$ cat src/rtl/ram_arbiter.sv
// ram_arbiter: shares one single-port Ram between NUM_REQ requesters.
// Round-robin grant, a two-stage command/response pipeline, and read data
// routed back to the requester that issued it.
// Optional: define ARB_BURST_LOCK_EN to add the reqLock input, which lets a
// requester keep exclusive grant over a burst of accepts.
module ram_arbiter #(
    parameter int WORD_SIZE   = 16,
    parameter int LENGTH_SIZE = 784,
    parameter int NUM_REQ     = 3,
    localparam int ADR_SIZE   = $clog2(LENGTH_SIZE)
) (
    input  logic                          clk,
    input  logic                          rst,
    input  logic [NUM_REQ-1:0]            reqValid,
    input  logic [NUM_REQ-1:0]            reqWr,
    input  logic [NUM_REQ*ADR_SIZE-1:0]   reqAdr,
    input  logic [NUM_REQ*WORD_SIZE-1:0]  reqData,
`ifdef ARB_BURST_LOCK_EN
    input  logic [NUM_REQ-1:0]            reqLock,
`endif
    output logic [NUM_REQ-1:0]            reqReady,
    output logic [NUM_REQ-1:0]            rspValid,
    output logic [WORD_SIZE-1:0]          rspData,
    output logic                          ramRd,
    output logic                          ramWr,
    output logic [ADR_SIZE-1:0]           ramAdr,
    output logic [WORD_SIZE-1:0]          ramDataIn,
    input  logic [WORD_SIZE-1:0]          ramDataOut
);

    localparam int PTR_W = $clog2(NUM_REQ);
    localparam logic [ADR_SIZE:0] LEN_LIMIT = (ADR_SIZE+1)'(LENGTH_SIZE);

    logic [PTR_W-1:0]     rrPtr;
    logic [PTR_W-1:0]     grantIdx;
    logic [PTR_W-1:0]     scanPtr;
    logic [PTR_W-1:0]     grantPlusOne;
    logic                 grantValid;
    logic                 grantWr;
    logic                 grantOob;
    logic [ADR_SIZE-1:0]  grantAdr;
    logic [WORD_SIZE-1:0] grantData;
    int                   scanIdx;

    logic                 s1RspPending;
    logic                 s1Oob;
    logic [PTR_W-1:0]     s1Tag;
    logic                 s2Valid;
    logic                 s2Oob;
    logic [PTR_W-1:0]     s2Tag;
    logic [WORD_SIZE-1:0] rspHold;

`ifdef ARB_BURST_LOCK_EN
    logic                 lockActive;
    logic                 grantLock;
    logic [PTR_W-1:0]     ptrPlusOne;
`endif

    // Round-robin scan starting at rrPtr; a locked owner sits at rrPtr, so it
    // wins first whenever it is still valid, which gives it exclusive grant.
    always_comb begin
        grantValid = 1'b0;
        grantIdx   = '0;
        scanIdx    = 0;
        scanPtr    = '0;
        for (int k = 0; k < NUM_REQ; k++) begin
            scanIdx = int'(rrPtr) + k;
            if (scanIdx >= NUM_REQ) begin
                scanIdx = scanIdx - NUM_REQ;
            end
            scanPtr = PTR_W'(scanIdx);
            if (!grantValid && reqValid[scanPtr]) begin
                grantValid = 1'b1;
                grantIdx   = scanPtr;
            end
        end
        if (rst) begin
            grantValid = 1'b0;
        end
    end

    // Select the winner's command fields and build the one-hot ready vector.
    always_comb begin
        grantWr   = 1'b0;
        grantAdr  = '0;
        grantData = '0;
        reqReady  = '0;
`ifdef ARB_BURST_LOCK_EN
        grantLock = 1'b0;
`endif
        for (int i = 0; i < NUM_REQ; i++) begin
            if (int'(grantIdx) == i) begin
                grantWr   = reqWr[i];
                grantAdr  = reqAdr[i*ADR_SIZE +: ADR_SIZE];
                grantData = reqData[i*WORD_SIZE +: WORD_SIZE];
`ifdef ARB_BURST_LOCK_EN
                grantLock = reqLock[i];
`endif
            end
            reqReady[i] = grantValid && (int'(grantIdx) == i);
        end
        grantOob = ({1'b0, grantAdr} >= LEN_LIMIT);
    end

    // Modulo-NUM_REQ increments, written as explicit wraps so that
    // non-power-of-two requester counts return to 0 exactly.
    always_comb begin
        grantPlusOne = (int'(grantIdx) == NUM_REQ - 1) ? '0 : grantIdx + 1'b1;
`ifdef ARB_BURST_LOCK_EN
        ptrPlusOne   = (int'(rrPtr) == NUM_REQ - 1) ? '0 : rrPtr + 1'b1;
`endif
    end

    // Advance the round-robin pointer past the winner (or park it on a
    // locking winner); releasing a lock without an accept moves it past the owner.
    always_ff @(posedge clk) begin
        if (rst) begin
            rrPtr <= '0;
`ifdef ARB_BURST_LOCK_EN
            lockActive <= 1'b0;
`endif
        end else if (grantValid) begin
`ifdef ARB_BURST_LOCK_EN
            if (grantLock) begin
                rrPtr      <= grantIdx;
                lockActive <= 1'b1;
            end else begin
                rrPtr      <= grantPlusOne;
                lockActive <= 1'b0;
            end
`else
            rrPtr <= grantPlusOne;
`endif
        end else begin
`ifdef ARB_BURST_LOCK_EN
            if (lockActive) begin
                rrPtr      <= ptrPlusOne;
                lockActive <= 1'b0;
            end
`endif
        end
    end

    // Two-stage pipeline: stage 1 drives the Ram port, stage 2 lines up with
    // the Ram's registered read data; out-of-range commands never strobe the Ram.
    always_ff @(posedge clk) begin
        if (rst) begin
            ramRd        <= 1'b0;
            ramWr        <= 1'b0;
            ramAdr       <= '0;
            ramDataIn    <= '0;
            s1RspPending <= 1'b0;
            s1Oob        <= 1'b0;
            s1Tag        <= '0;
            s2Valid      <= 1'b0;
            s2Oob        <= 1'b0;
            s2Tag        <= '0;
            rspHold      <= '0;
        end else begin
            ramRd        <= grantValid && !grantWr && !grantOob;
            ramWr        <= grantValid && grantWr && !grantOob;
            s1RspPending <= grantValid && !grantWr;
            s1Oob        <= grantOob;
            s1Tag        <= grantIdx;
            if (grantValid) begin
                ramAdr    <= grantAdr;
                ramDataIn <= grantData;
            end
            s2Valid      <= s1RspPending;
            s2Oob        <= s1Oob;
            s2Tag        <= s1Tag;
            rspHold      <= rspData;
        end
    end

    // Route read data to the issuing requester; hold the last value otherwise.
    always_comb begin
        rspValid = '0;
        for (int i = 0; i < NUM_REQ; i++) begin
            rspValid[i] = s2Valid && (int'(s2Tag) == i);
        end
        if (s2Valid) begin
            rspData = s2Oob ? '0 : ramDataOut;
        end else begin
            rspData = rspHold;
        end
    end

endmodule
$ cat config.mk
export PLATFORM = sky130hd
export DESIGN_NAME = ram_arbiter
export DESIGN_NICKNAME = d
export VERILOG_FILES = /design/src/rtl/ram_arbiter.sv
export SDC_FILE = /design/constraint.sdc
export NUM_CORES = 1
export LEC_CHECK = 0
export ABC_AREA = 1
export BUFFER_PORTS_ARGS = -buffer_cell sky130_fd_sc_hd__buf_2
export CELL_PAD_IN_SITES_DETAIL_PLACEMENT = 0
export CELL_PAD_IN_SITES_GLOBAL_PLACEMENT = 1
export CORE_MARGIN = 10
export CORE_UTILIZATION = 29
export DETAILED_ROUTE_END_ITERATION = 10
export PLACE_DENSITY_LB_ADDON = 0.1
export SETUP_SLACK_MARGIN = 0.15
export SYNTH_ARGS = -nofsm -noshare
export SYNTH_HDL_FRONTEND = slang
export SYNTH_SLANG_ARGS = --single-unit
$ cat constraint.sdc
create_clock -name clk -period 2.5 [get_ports clk]
set_input_delay 0.375 -clock clk [delete_from_list [all_inputs] [get_ports clk]]
set_output_delay 0.375 -clock clk [all_outputs]
set_load 0.02 [all_outputs]
Word level (Yosys, flattened, before mapping)
Cells that the tools add are included.
- output and inout bits: 50
- input port bits: 102
- register bits after elaboration: 54
- reduce and logical (&&, ||, !) cells: 18
- order comparisons: 7
- add/subtract/negate cells: 6
- mux-type cells: 28
- equality and inequality tests: 4
- operators by type and width (cell ; count):
    16-bit two-way mux ; 5
    10-bit two-way mux ; 3
    2-bit two-way mux ; 7
    1-bit logical AND ; 12
    10-bit >= comparator (second input constant) ; 1
    1-bit two-way mux ; 10
    2-bit by 3-bit < comparator with 1-bit output (second input constant) ; 3
    2-bit == test (second input constant) ; 4
    1-bit binary-select mux with 2-bit select ; 3
    3-bit by 2-bit >= comparator with 1-bit output (second input constant) ; 2
    2-bit subtractor (second input constant) ; 3
    1-bit zero test ; 4
    2-bit zero test ; 2
    2-bit by 1-bit adder with 3-bit output (second input constant) ; 1
    2-bit by 2-bit adder with 3-bit output (second input constant) ; 1
    2-bit by 1-bit adder with 2-bit output (second input constant) ; 1
    2-bit >= comparator (second input constant) ; 1

Depth between registers and ports, before layout
Gate-level depths: netlist of the first run.
- depth after elaboration: 18
- mapped depth: 17

Worst setup path before layout of the first run
OpenSTA, ideal clock, no wires.
- kind: reg2out
- start: reg rrPtr[0]
- end: out reqReady[0]
- path slack: 152 ps
- path buffers: 1
- arrival time: 1973 ps
- cell stages (with the launch flop): 11
- cells stage by stage: dfxtp_1 > inv_1 > ha_1 > nand3_1 > inv_1 > a31oi_2 > nand2_4 > nor2_2 > buf_2 > inv_1 > nor2_1
- longest elaborated chain between the ends: 13
- RTL lines (element ; line ; text):
    start, declared ; 34 ; logic [PTR_W-1:0] rrPtr;
    start signal, assigned ; 132 ; rrPtr <= grantPlusOne;
    parallel branches: the longest is 12 deep, another holds 2-bit by 1-bit adder with 3-bit output ; -- ;
    1-bit logical AND (*) ; 100 ; reqReady[i] = grantValid && (int'(grantIdx) == i);
    end, declared ; 21 ; output logic [NUM_REQ-1:0] reqReady,
Every way passes the cells marked *. The select of a mux whose other input is x is not followed.

Final worst setup path of the first run
Ends and elaborated chain as after synthesis.

==> results of run 1 <==
power groups by stage:
stage                     sequential (uW)  combinational, uW  clock [uW]
final                                1230               3200         505
after global routing                 1260               3580         561
after CTS                            1230               3080         526
after detailed placement             1240               2720           0
after global placement               1230               2700           0
after floorplan                      1430               1700           0
registers in the layout, summed over array words and instances, names as in the netlist:
name	count
s1Oob	1
s1RspPending	1
s1Tag	2
s2Valid	1
ramDataIn	16
ramAdr	10
ramWr	1
ramRd	1
s2Tag	2
s2Oob	1
rspHold	16
rrPtr	2
cells in the mapped netlist:
master	count
nand2_1	129
inv_1	74
dfxtp_1	54
nand3_1	33
nor2_1	31
a21oi_1	21
o22ai_1	18
o21ai_0	13
buf_2	9
clkbuf_1	9
ha_1	4
o21ai_1	4
inv_2	3
nor2_2	3
nor3_1	3
or2_2	3
nand2_4	2
a22o_1	1
a31oi_2	1
inv_4	1
nand3_2	1
nand3_4	1
nor2_4	1
o21bai_2	1
or2_0	1
kinds of logic after synthesis:
kind of cell | after synthesis
AO/OA/AOI/OAI | 59
AND/OR/NAND/NOR | 208
adder cells (fa/ha/maj) | 4
buffers and inverters | 96
flip-flops | 54
through the flow:
stage	util, %	cells	hold WS (ns)	power (uW)
global placement	39.3	674	0.392	3930
detailed placement	39.3	674	0.392	3960
floorplan	-	421	0.388	3130
global route	43.3	695	0.318	5400
CTS	42.4	692	0.305	4840
finish	43.3	696	0.314	4930
layer usage:
| layer | GRT usage [%] | vias to the layer above | wire (microns) |
|---|---|---|---|
| li1 | - | 1618 | - |
| met1 | 15.9 | 1329 | 4180 |
| met2 | 22.7 | 97 | 4520 |
| met3 | 6.73 | 5 | 993 |
| met4 | 2.39 | 0 | 40 |
| met5 | 0 | - | 0 |
final cells by class:
type | instances | area [sq um]
clock buffer | 5 | 68.8
tap | 111 | 139
sequential | 54 | 1090
clock inverter | 3 | 21.3
fill | 1014 | 5210
antenna | 1 | 2.50
inverter | 78 | 305
multi-input combinational | 271 | 1420
timing repair buffer | 173 | 940
what timing repair did:
action / 4_1_cts / 5_1_grt
pin swaps: 12 / 9
gates resized for setup: 33 / 15
setup endpoints to repair: 6 / 8
buffers inserted: 10 / 3
worst paths after layout:
kind | start | end | slack (ns) | cells after the start
min reg2reg | s1Tag[0] | s2Tag[0] | 0.41 | 2
min | reqData[47] | ramDataIn[15] | 0.31 | 3
max reg2reg | rrPtr[0] | ramWr | 0.30 | 15
max | rrPtr[0] | reqReady[0] | 0.21 | 13
worst register-to-register path: stages, from the launching register on:
cell and delay, ns:
dfxtp_2 0.35, inv_2 0.06, ha_4 0.26, inv_4 0.07, nand2_2 0.05, nand3_2 0.07
nand2_2 0.06, nor2_4 0.17, nand3_4 0.11, nand2_4 0.12, buf_4 0.27, nand2_1 0.08
nand3_1 0.11, nand3_1 0.10, nor2_1 0.16, nor2_1 0.06
==> key figures, run 1 <==
Die
  • Num rows: 35
  • Io pins: 152
  • Initial Util: 29.6%
  • Core ar.: 9200 sq um
  • Die H: about 120 microns
  • Full die area: 13700 sq um
  • Horiz. Die Dim: 117 microns

Global routing
  • Vias in the first global route: ~3000
  • Global-route wire length before repair: ~15 mm
  • Initial antenna violation count: 1
  • Largest net degree at the start of global routing: 30
  • Gr ovfl total: 0
  • Gr usage total: between 10% and 20%

Clocking
  • H-Tree Depth: 2
  • Clock slew at the register clock pins of the worst setup and hold paths: between 0.1 and 0.15 ns
  • Hold Buf Count CTS: 0
  • Max clock buf depth: 2
  • CTS tree: done
  • Clk sinks: 54
  • TritonCTS Buffers: 5
  • Skew-Pair Late Insertion Delay: roughly 0.31 ns
  • CTS root buf: clkbuf_8

Critical path
  • Worst Path Buf+Inv: 4
  • CP required: about 2.1 ns
  • Crit path cell chain: inv_2 -> ha_4 -> inv_4 -> nand2_2 -> nand3_2 -> nand2_2 -> nor2_4 -> nand3_4 -> nand2_4 -> nor2_4 -> inv_2 -> nor2_4 -> buf_6
  • Slowest CP cell: dfxtp_2
  • Most common cell on crit path: nor2_4
  • Crit-path max FO: 5
  • Critical path endpoint category: output pin
  • Critical path's top delay family: simple AND/OR/NAND/NOR gates
  • Max incr delay on CP: ~0.35 ns
  • Setup CP Type: flip-flop to output pin
  • Startpoint Class: flip-flop
  • Arrival @ worst endpoint: approximately 1.9 ns

Logic synthesis
  • Cells after Synth: ~420
  • Adder-cell share of the synthesized area: ~1.8%
  • Syn Area/Cell: ~6.5 sq um
  • Sequential fraction of the synthesis area: 39.7%
  • Yosys warnings: 0
  • Synth Area in Compound Gates: between 10% and 20%
  • Xor/xnor cell area share of the yosys netlist: 0%
  • Synth area leader: dfxtp_1
  • Yosys cell types: 25
  • Mux cell area share after synthesis: 0%
  • Mapped Nets: roughly 530
  • Simple-gate portion of the synthesized area: around 32%
  • Top cell type's share of synthesized area: 39.7%
  • Top post-synthesis cells by area: dfxtp_1 40%, nand2_1 18%, inv_1 10%, nand3_1 6.1%, nor2_1 4.3%
  • Main combinational cell family by area after synthesis: simple AND/OR/NAND/NOR gates
  • Synthesized area: about 2700 sq um
  • Synth Register Bits: 54

Timing
  • Worst-Margin Slew: between 0.3 and 0.4 ns
  • Fin. max-slew vios: 0
  • RSZ-0062 raised after global routing: yes
  • Slew headroom: about three quarters
  • PnR worst setup slack: 0.211 ns
  • Setup_tns: 0 ns
  • Fin crit share: approximately nine tenths
  • Final hold viol count: 0
  • Final setup violation count: 0
  • Worst clock skew: 0.0117 ns
  • Post-route minimum period: 2.29 ns
  • Achievable clock frequency: 437 MHz

Finish
  • Nets@finish: roughly 690
  • Share of cells above drive strength 1: 38.4%
  • Most common cell after layout, fill and taps aside: buf_2
  • Commonest non-fill, non-tap cells in the layout: 148 x buf_2, 123 x nand2_1, 70 x inv_1
  • Design area: ~4000 sq um
  • Layout area overhead: 46.1%

Pwr
  • Internal power: ~2500 uW
  • Combinational power share: about 65%
  • Reg power frac: 24.9%
  • Clk network pwr share: 10.2%
  • Leakage power: 0.00209 uW
  • Net Switching: 2400 uW
  • Sw frac: 48.6%
  • PD cells: ~1200 nW/um^2
  • Maximum vdd drop: roughly 0.0006 V

Placed design
  • IO Port Bufs: 151
  • Placed cell areas: approximately 3600 sq um
  • Post-DP HPWL: around 7.6 mm
  • Routability cong.: 0.817
  • DP Worst Slack: between 0.04 and 0.05 ns

Run
  • Max-Cap Viols: 0

Detailed routing
  • Via Count: between 3000 and 4000
  • Pre-Repair DR Iteration Count: 4
  • Routed Antenna Nets: 0
  • DRC violations left: 0
  • WL per Instance: between 10 and 15 microns
  • Detailed Route WL: just under 10 mm
  • Initial DRC Count: roughly 140
  • Vias/cell: about 4.4

Min path
  • Hold WC Path Type: input port to flip-flop

Run status
  • Status: finished clean
Power figures use the tool's default switching activity.
==> run 2, diff against run 1 <==
Settings changed: MAX_ROUTING_LAYER set to met4.
==> run 2 against run 1 <==
Effect of this change: clock skew is 0.0025 ns lower; global-route usage increased by 0.37 points; register-to-register slack is essentially flat; clock power is essentially flat; via count is essentially flat; highest routed layer unchanged.
==> key figures, run 2 (synthesized netlist as in run 1, its figures left out) <==
Critical path
  • Setup CP Type: flip-flop to output pin
  • Reg2Reg Setup Slack: 0.29 ns (about the same)
  • Most common cell on crit path: nor2_4
  • Critical path endpoint category: output pin
  • R2R cell count: 15 (unchanged)
  • Crit-path max FO: 5 (unchanged)
  • Crit path cell chain: inv_2 -> ha_4 -> inv_4 -> nand2_2 -> nand3_2 -> nand2_2 -> nor2_4 -> nand3_4 -> nand2_4 -> nor2_4 -> inv_2 -> nor2_4 -> buf_6
  • Slowest CP cell: dfxtp_2
  • Startpoint Class: flip-flop
  • CP required: 2.12 ns (about the same)
  • Arrival @ worst endpoint: 1.92 ns (about the same)
  • R2R Path Start: rrPtr[0]
  • Reg2reg end: ramWr
  • Max incr delay on CP: 0.35 ns (about the same)

Finish
  • Nets@finish: 689 (unchanged)
  • Commonest non-fill, non-tap cells in the layout: 148 x buf_2, 123 x nand2_1, 70 x inv_1
  • Largest regs: ramDataIn x16, rspHold x16, ramAdr x10
  • Share of cells above drive strength 1: 38.4% (unchanged)
  • Fillers: 1013 (-0.099%)
  • Layout area overhead: 46.2% (about the same)
  • Most common cell after layout, fill and taps aside: buf_2
  • Final cell utilization of the core: 43.3% (about the same)
  • Fin cells: 697 (+0.14%)

Die
  • Horiz. Die Dim: 117 microns (unchanged)
  • Num rows: 35 (unchanged)
  • Io pins: 152 (unchanged)
  • Full die area: 13700 sq um (unchanged)
  • Initial Util: 29.6% (unchanged)
  • Core ar.: 9200 sq um (unchanged)
  • Die H: 117 microns (unchanged)

Placed design
  • IO Port Bufs: 151 (unchanged)
  • Post-DP HPWL: 7.57 mm (unchanged)
  • Routability cong.: 0.829 (+1.5%)
  • Placed insts: 674 (unchanged)

Clocking
  • Clock slew at the register clock pins of the worst setup and hold paths: 0.11 ns (about the same)
  • CTS root buf: clkbuf_8
  • H-Tree Depth: 2 (unchanged)
  • Hold Buf Count CTS: 0 (unchanged)
  • TritonCTS Buffers: 5 (unchanged)
  • Skew-Pair Late Insertion Delay: 0.31 ns (about the same)
  • Max clock buf depth: 2 (unchanged)
  • Clk sinks: 54 (unchanged)
  • CTS tree: done

Pwr
  • PD cells: 1240 nW/um^2 (about the same)
  • Maximum vdd drop: 0.000588 V (+0.25%)
  • Total power: 4940 uW (about the same)
  • Leakage power: 0.00209 uW (about the same)

Detailed routing
  • Routed Antenna Nets: 0 (unchanged)
  • Via Count: 3046 (-0.098%)
  • DRC violations left: 0 (unchanged)
  • Detailed Route WL: 9.75 mm (+0.11%)
  • Pre-Repair DR Iteration Count: 4 (unchanged)
  • Initial DRC Count: 152 (+12%)
  • Vias/cell: 4.37 (-0.24%)
  • WL per Instance: 14.0 microns (about the same)

Timing
  • RSZ-0062 raised after global routing: yes
  • Setup_tns: 0 ns (unchanged)
  • Fin crit share: 91.6% (about the same)
  • Final hold viol count: 0 (unchanged)
  • Worst clock skew: 0.00919 ns (-0.00246 ns)
  • Worst-Margin Slew: 0.367 ns (-0.0116 ns)
  • Hold slack: 0.311 ns (-0.00258 ns)
  • Post-route minimum period: 2.29 ns (+0.00172 ns)
  • Achievable clock frequency: 437 MHz (about the same)
  • Fin. max-slew vios: 0 (unchanged)
  • Final setup violation count: 0 (unchanged)
  • Slew headroom: 75.5% (+0.78 points)

Min path
  • Min-delay src: reqData[47]
  • Hold WC Path Type: input port to flip-flop
  • Worst Hold End: ramDataIn[15]
  • Hold depth: 3 (unchanged)

Global routing
  • Gr usage total: 14.1% (+0.37 points)
  • Global-route wire length before repair: 15.0 mm (-0.32%)
  • Initial antenna violation count: 1 (unchanged)
  • Vias in the first global route: 3072 (+0.52%)
  • Largest net degree at the start of global routing: 30 (unchanged)
  • Gr ovfl total: 0 (unchanged)

Run status
  • Status: finished clean

Run
  • Max-Cap Viols: 0 (unchanged)
## run 2: layout make-up
cell class                      instances  area [sq um]  share of cell area, %
Clock inverter                          3          21.3                  0.534
Inverter                               78           305                   7.66
Clock buffer                            5          68.8                   1.73
Antenna cell                            2          5.00                  0.126
Timing Repair Buffer                  173           940                   23.6
Multi-Input combinational cell        271          1420                   35.7
Tap cell                              111           139                   3.48
Sequential cell                        54          1090                   27.2
## run 2: how the worst max path moves through the flow
stage,from,slack [ns],to
detailed placement,rrPtr[0],0.04,ramWr
global placement,rrPtr[0],0.18,ramRd
global route,rrPtr[0],0.11,reqReady[0]
CTS,rrPtr[1],0.15,reqReady[0]
finish,rrPtr[0],0.21,reqReady[0]
floorplan,rrPtr[0],0.15,reqReady[0]
## run 2: per-layer routing
layer / track usage (%) / part of all wire, % / up-vias
met3: 5.45 / 8.7 / 7
met2: 22.8 / 47 / 95
met5: - / 0 / -
met4: 2.39 / 0.54 / 0
met1: 16.6 / 44 / 1325
li1: - / - / 1619
## run 2: power by group
part	switching, uW	internal, uW
Combinational	1980	1220
Clock	306	198
Sequential	108	1120
Total	2400	2540
## run 2: per-stage QoR
step	instance area (sq um)	setup WS, ns
after floorplan	2730	0.152
after global placement	3610	0.179
after detailed placement	3610	0.0435
after CTS	3900	0.154
after global routing	3980	0.105
final	3990	0.209
## run 2: worst max-delay path, delay by kind of cell (launching register included)
family / cells / cell delay [ns]
simple gates: 8 / 0.66
flops: 1 / 0.35
buf+inv: 4 / 0.32
fa+ha+maj: 1 / 0.26
## run 2: repair_timing
action / CTS / global route
buffers inserted: 10 / 3
pin swaps: 12 / 9
resized for setup: 33 / 15
endpoints found under the setup margin: 6 / 8
